`src/rtl/cpu_pkg.sv`:
```
// Shared CPU constants and types for the register file, writeback stage and decode.
package cpu_pkg;

    localparam int NREG = 32;
    localparam int AW   = 5;
    localparam int DW   = 32;
    localparam int CNTW = 32;

    localparam logic [AW-1:0] REG_ZERO = 5'd0;

    typedef logic [AW-1:0] reg_addr_t;
    typedef logic [DW-1:0] word_t;

endpackage

```
`src/rtl/reg_file_rdport.sv`:
```
// One combinational read port: storage mux with r0 forced to zero and,
// when REGFILE_BYPASS_EN is defined, write-through forwarding from the writeback inputs.
module reg_file_rdport #(
    parameter int NREG = 32,
    parameter int AW   = 5,
    parameter int DW   = 32
) (
    input  logic [AW-1:0] addr,
    input  logic [DW-1:0] regs [NREG],
`ifdef REGFILE_BYPASS_EN
    input  logic          wr_en,
    input  logic [AW-1:0] wr_addr,
    input  logic [DW-1:0] wr_data,
`endif
    output logic [DW-1:0] data
);

    // NOTE: every output of an always_comb gets a default first, so no path can infer a latch.
    always_comb begin
        data = '0;
        if (addr != '0) begin
            data = regs[addr];
`ifdef REGFILE_BYPASS_EN
            // wr_en already excludes r0, so forwarding never overrides the hardwired zero.
            if (wr_en && (wr_addr == addr)) begin
                data = wr_data;
            end
`endif
        end
    end

endmodule

```
`src/rtl/reg_file.sv`:
```
// 32x32 register file with two combinational read ports, write counter and last-write record.
// Optional write-through forwarding is enabled by defining REGFILE_BYPASS_EN.
module reg_file #(
    parameter int NREG = cpu_pkg::NREG,
    parameter int AW   = cpu_pkg::AW,
    parameter int DW   = cpu_pkg::DW,
    parameter int CNTW = cpu_pkg::CNTW
) (
    input  logic            clk,
    input  logic            rst,
    input  logic            we,
    input  logic [AW-1:0]   rw,
    input  logic [DW-1:0]   din,
    input  logic [AW-1:0]   ra,
    input  logic [AW-1:0]   rb,
    output logic [DW-1:0]   busa,
    output logic [DW-1:0]   busb,
    output logic [CNTW-1:0] wr_cnt,
    output logic [AW-1:0]   last_rw,
    output logic [DW-1:0]   last_din
);

    import cpu_pkg::*;

    logic [DW-1:0] regs [NREG];
    logic          commit;

    // An X on we makes commit X, which the if below treats as false: storage stays clean.
    assign commit = we && (rw != AW'(REG_ZERO));

    // NOTE: sequential state uses non-blocking assignments so every flop samples pre-edge values.
    // NOTE: the storage array is reset here because reads after reset must return zero.
    always_ff @(posedge clk or posedge rst) begin
        if (rst) begin
            for (int i = 0; i < NREG; i++) begin
                regs[i] <= '0;
            end
            wr_cnt   <= '0;
            last_rw  <= '0;
            last_din <= '0;
        end else if (commit) begin
            regs[rw] <= din;
            wr_cnt   <= wr_cnt + CNTW'(1);
            last_rw  <= rw;
            last_din <= din;
        end
    end

    reg_file_rdport #(.NREG(NREG), .AW(AW), .DW(DW)) u_rdport_a (
        .addr    (ra),
        .regs    (regs),
`ifdef REGFILE_BYPASS_EN
        .wr_en   (commit),
        .wr_addr (rw),
        .wr_data (din),
`endif
        .data    (busa)
    );

    reg_file_rdport #(.NREG(NREG), .AW(AW), .DW(DW)) u_rdport_b (
        .addr    (rb),
        .regs    (regs),
`ifdef REGFILE_BYPASS_EN
        .wr_en   (commit),
        .wr_addr (rw),
        .wr_data (din),
`endif
        .data    (busb)
    );

endmodule

```
`config.mk`:
```
export PLATFORM = sky130hd
export DESIGN_NAME = reg_file
export DESIGN_NICKNAME = d
export VERILOG_FILES = /design/src/rtl/cpu_pkg.sv /design/src/rtl/reg_file_rdport.sv /design/src/rtl/reg_file.sv
export SDC_FILE = /design/constraint.sdc
export NUM_CORES = 2
export LEC_CHECK = 0
export ABC_AREA = 1
export CORE_MARGIN = 2
export CORE_UTILIZATION = 63
export CTS_BUF_LIST = sky130_fd_sc_hd__clkbuf_8 sky130_fd_sc_hd__clkbuf_16
export DETAILED_ROUTE_END_ITERATION = 10
export PLACE_DENSITY = 0.78
export SYNTH_ARGS = -nofsm -noshare
export SYNTH_HDL_FRONTEND = slang
export SYNTH_SLANG_ARGS = --single-unit
```
`constraint.sdc`:
```
create_clock -name clk -period 49 [get_ports clk]
set_input_delay 9.8 -clock clk [delete_from_list [all_inputs] [get_ports clk]]
set_output_delay 9.8 -clock clk [all_outputs]
set_load 0.02 [all_outputs]
```
==> impl_metrics.json <==
{
  "status": "complete, no violations",
  "power.leakage_nw": 30.9,
  "gr-total-overflow": 0,
  "crit_required_ns": 39.20,
  "io_pins": 183,
  "grt_max_degree": 231,
  "multi_input_area_um2": 29100,
  "postRouteAntennaNets": 0,
  "placed_area_um2": 61000,
  "cts_max_level": 3,
  "via_per_inst": 6.39,
  "area_delta_synth_final_pct": 9.11,
  "drv_slew": 0,
  "drt-total-wl_mm": 222,
  "final_common_cell": "nand2_1",
  "critPathMaxFanout": 230,
  "clkTransAtPathRegs_ns": 0.06,
  "grt_use_total_pct": 44.9,
  "cts_resized": 0,
  "cts_tree": "built",
  "fin_crit_ns": 24.89,
  "r2r_start": "wr_cnt[0]",
  "finClkSkew_ns": 0.00748,
  "grt_pass1_wl_mm": 339,
  "fin_nets": 8352,
  "cts_buffers": 116,
  "vias": 61700,
  "r2r-end": "wr_cnt[12]",
  "cp-end-kind": "output pin",
  "hpwl_mm": 111,
  "hold_end": "regs[1009]",
  "design_area_um2": 65100,
  "min_from": "regs[1009]",
  "switchingPower_w": 0.000860,
  "vdd_drop_max_v": 0.0000310,
  "initial_core_util_pct": 63.7,
  "final_cell_mix": "nand2_1 (3585), nand3_1 (1393), dfrtp_1 (1093), o21ai_0 (576), o21ai_1 (527)",
  "dieArea_um2": 97200,
  "clockPowerShare_pct": 35.6,
  "power_frac_comb_pct": 19.6,
  "finalHoldViolations": 0,
  "drv_cap": 0,
  "yosysWarnings": 0,
  "synth_seq_cells": 1093,
  "gp_congestion": 0.894,
  "drc": 0,
  "core-area_um2": 93600,
  "antenna_found_initial": 7,
  "clk_latency_ns": 0.73,
  "path_class": "input port to output pin",
  "power_density_nw_per_um2": 41.1,
  "fin_ws_ns": 24.11,
  "synth_area_per_cell_um2": 6.87,
  "first_iter_violations": 10600,
  "fin_crit_sh_pct": 50.8,
  "cp-start-kind": "input port",
  "die_x_um": 312,
  "preCtsSetupSlack_ns": 24.45,
  "cts.sinks": 1093,
  "seqPwrFrac_pct": 44.9,
  "syn_area_um2": 59700,
  "fin_util_pct": 69.5,
  "die_h_um": 312,
  "synth.distinct_cells": 27,
  "swShare_pct": 32.1,
  "area.sequential_um2": 27400,
  "avgRoutedWirePerCell_um": 23.0,
  "cts_setup_buffers": 0,
  "fillers": 8146,
  "drive_above_1_share_pct": 4.31,
  "hold_path_depth": 0,
  "regToRegSetupSlack_ns": 46.86,
  "root_buffer": "clkbuf_16",
  "tns_ns": 0,
  "p_int_w": 0.00182,
  "r2r_cells": 8,
  "rsz0062_at_grt": "no",
  "yosysSeqAreaShare_pct": 45.8,
  "worstMarginPinSlew_ns": 1.28,
  "setup_viol": 0,
  "port_buffers": 182,
  "relSlewSlack_pct": 14.4,
  "worstPathArrival_ns": 15.09,
  "dr.pass1.iters": 9,
  "rows": 112,
  "clock.fmax_mhz": 40.2,
  "synth.net_count": 8738,
  "synthCells": 8687,
  "ctsHoldBuffers": 0,
  "cts_buffer_depth": 3,
  "grt_pass1_vias": 57300,
  "hold_path.class": "register to register"
}
[logic make-up after synthesis]
group	count (synthesis)	share of synthesized area, %
AOI/OAI and AO/OA	1271	10.8
xor gates and xnor gates	15	0.220
adders and majority gates	1	0.0210
buffers and inverters	871	5.69
DFF	1093	45.8
and+or+nand+nor	5436	37.4
[sequential cells by signal, indices dropped and copies added (netlist names)]
register  count
last_din     32
last_rw       5
regs       1024
wr_cnt       32
[critical path, stage by stage]
cell and delay (ns):
buf_8 0.27, inv_8 0.88, buf_4 0.93, buf_12 0.80, nand2_1 0.13, nand3_1 0.12, nand2_1 0.07, nand2_1 0.06
nand2_1 0.05, nor2_1 0.15, nor2_1 0.05, nor2_1 0.57, clkdlybuf4s50_1 0.74
[synthesized netlist by cell type]
| cell | count | share of area (%) |
|---|---|---|
| buf_4 | 6 | 0.075 |
| nand3b_1 | 12 | 0.15 |
| buf_1 | 67 | 0.42 |
| clkbuf_1 | 612 | 3.9 |
| xnor2_1 | 6 | 0.088 |
| nand4_1 | 5 | 0.052 |
| xor2_1 | 9 | 0.13 |
| nor3_2 | 6 | 0.10 |
| a21oi_2 | 18 | 0.26 |
| nor3_1 | 7 | 0.059 |
| dfrtp_1 | 1093 | 46 |
| nand2_2 | 7 | 0.073 |
| inv_2 | 9 | 0.057 |
| and3_1 | 2 | 0.021 |
| ha_1 | 1 | 0.021 |
| nand2_4 | 1 | 0.019 |
| nor2_1 | 390 | 2.5 |
| nor3_4 | 2 | 0.055 |
| nor4_4 | 2 | 0.071 |
| a21oi_1 | 150 | 1.3 |
| clkinv_1 | 2 | 0.013 |
| o21ai_1 | 527 | 4.4 |
| o21ai_0 | 576 | 4.8 |
| nand3_1 | 1395 | 12 |
| inv_1 | 92 | 0.58 |
| buf_2 | 83 | 0.70 |
| nand2_1 | 3607 | 23 |
[power by group through the flow]
stage                     clock (W)  combinational (W)  sequential (W)
final                      0.000952           0.000523         0.00120
after global routing       0.000986           0.000589         0.00122
after CTS                  0.000949           0.000514         0.00119
after detailed placement          0           0.000511         0.00121
after global placement            0           0.000494         0.00120
after floorplan                   0           0.000372         0.00118
[stage by stage]
stage               instances  hold slack [ns]  total power (W)
detailed placement       9437            0.390          0.00172
floorplan                8687            0.451          0.00156
global route             9654            0.409          0.00279
global placement         9437            0.385          0.00169
finish                   9659            0.401          0.00268
CTS                      9654            0.405          0.00266
[metal layers]
layer	track usage, %	up-vias	wire length, um
li1	-	27400	-
met1	60.0	28700	82600
met2	66.5	4623	93700
met3	11.1	931	31000
met4	26.6	8	15000
met5	0	-	50
[how the worst max path moves through the flow]
stage	from	endpoint	slack, ns
floorplan	rst	last_din[0]	8.43
global placement	rb[0]	busb[19]	24.44
detailed placement	rb[0]	busb[19]	24.45
CTS	rb[0]	busb[19]	24.43
global route	rb[0]	busb[19]	24.07
finish	rb[0]	busb[19]	24.11
[cell type report]
| class | count | area share (%) |
|---|---|---|
| Antenna cell | 5 | 0.0192 |
| Clock buffer | 140 | 4.97 |
| Clock inverter | 77 | 1.34 |
| Inverter | 103 | 0.675 |
| Multi-Input combinational cell | 6723 | 44.7 |
| Sequential cell | 1093 | 42.0 |
| Tap cell | 1254 | 2.41 |
| Timing Repair Buffer | 264 | 3.83 |
Note: power is estimated with default switching activity, not from simulation.
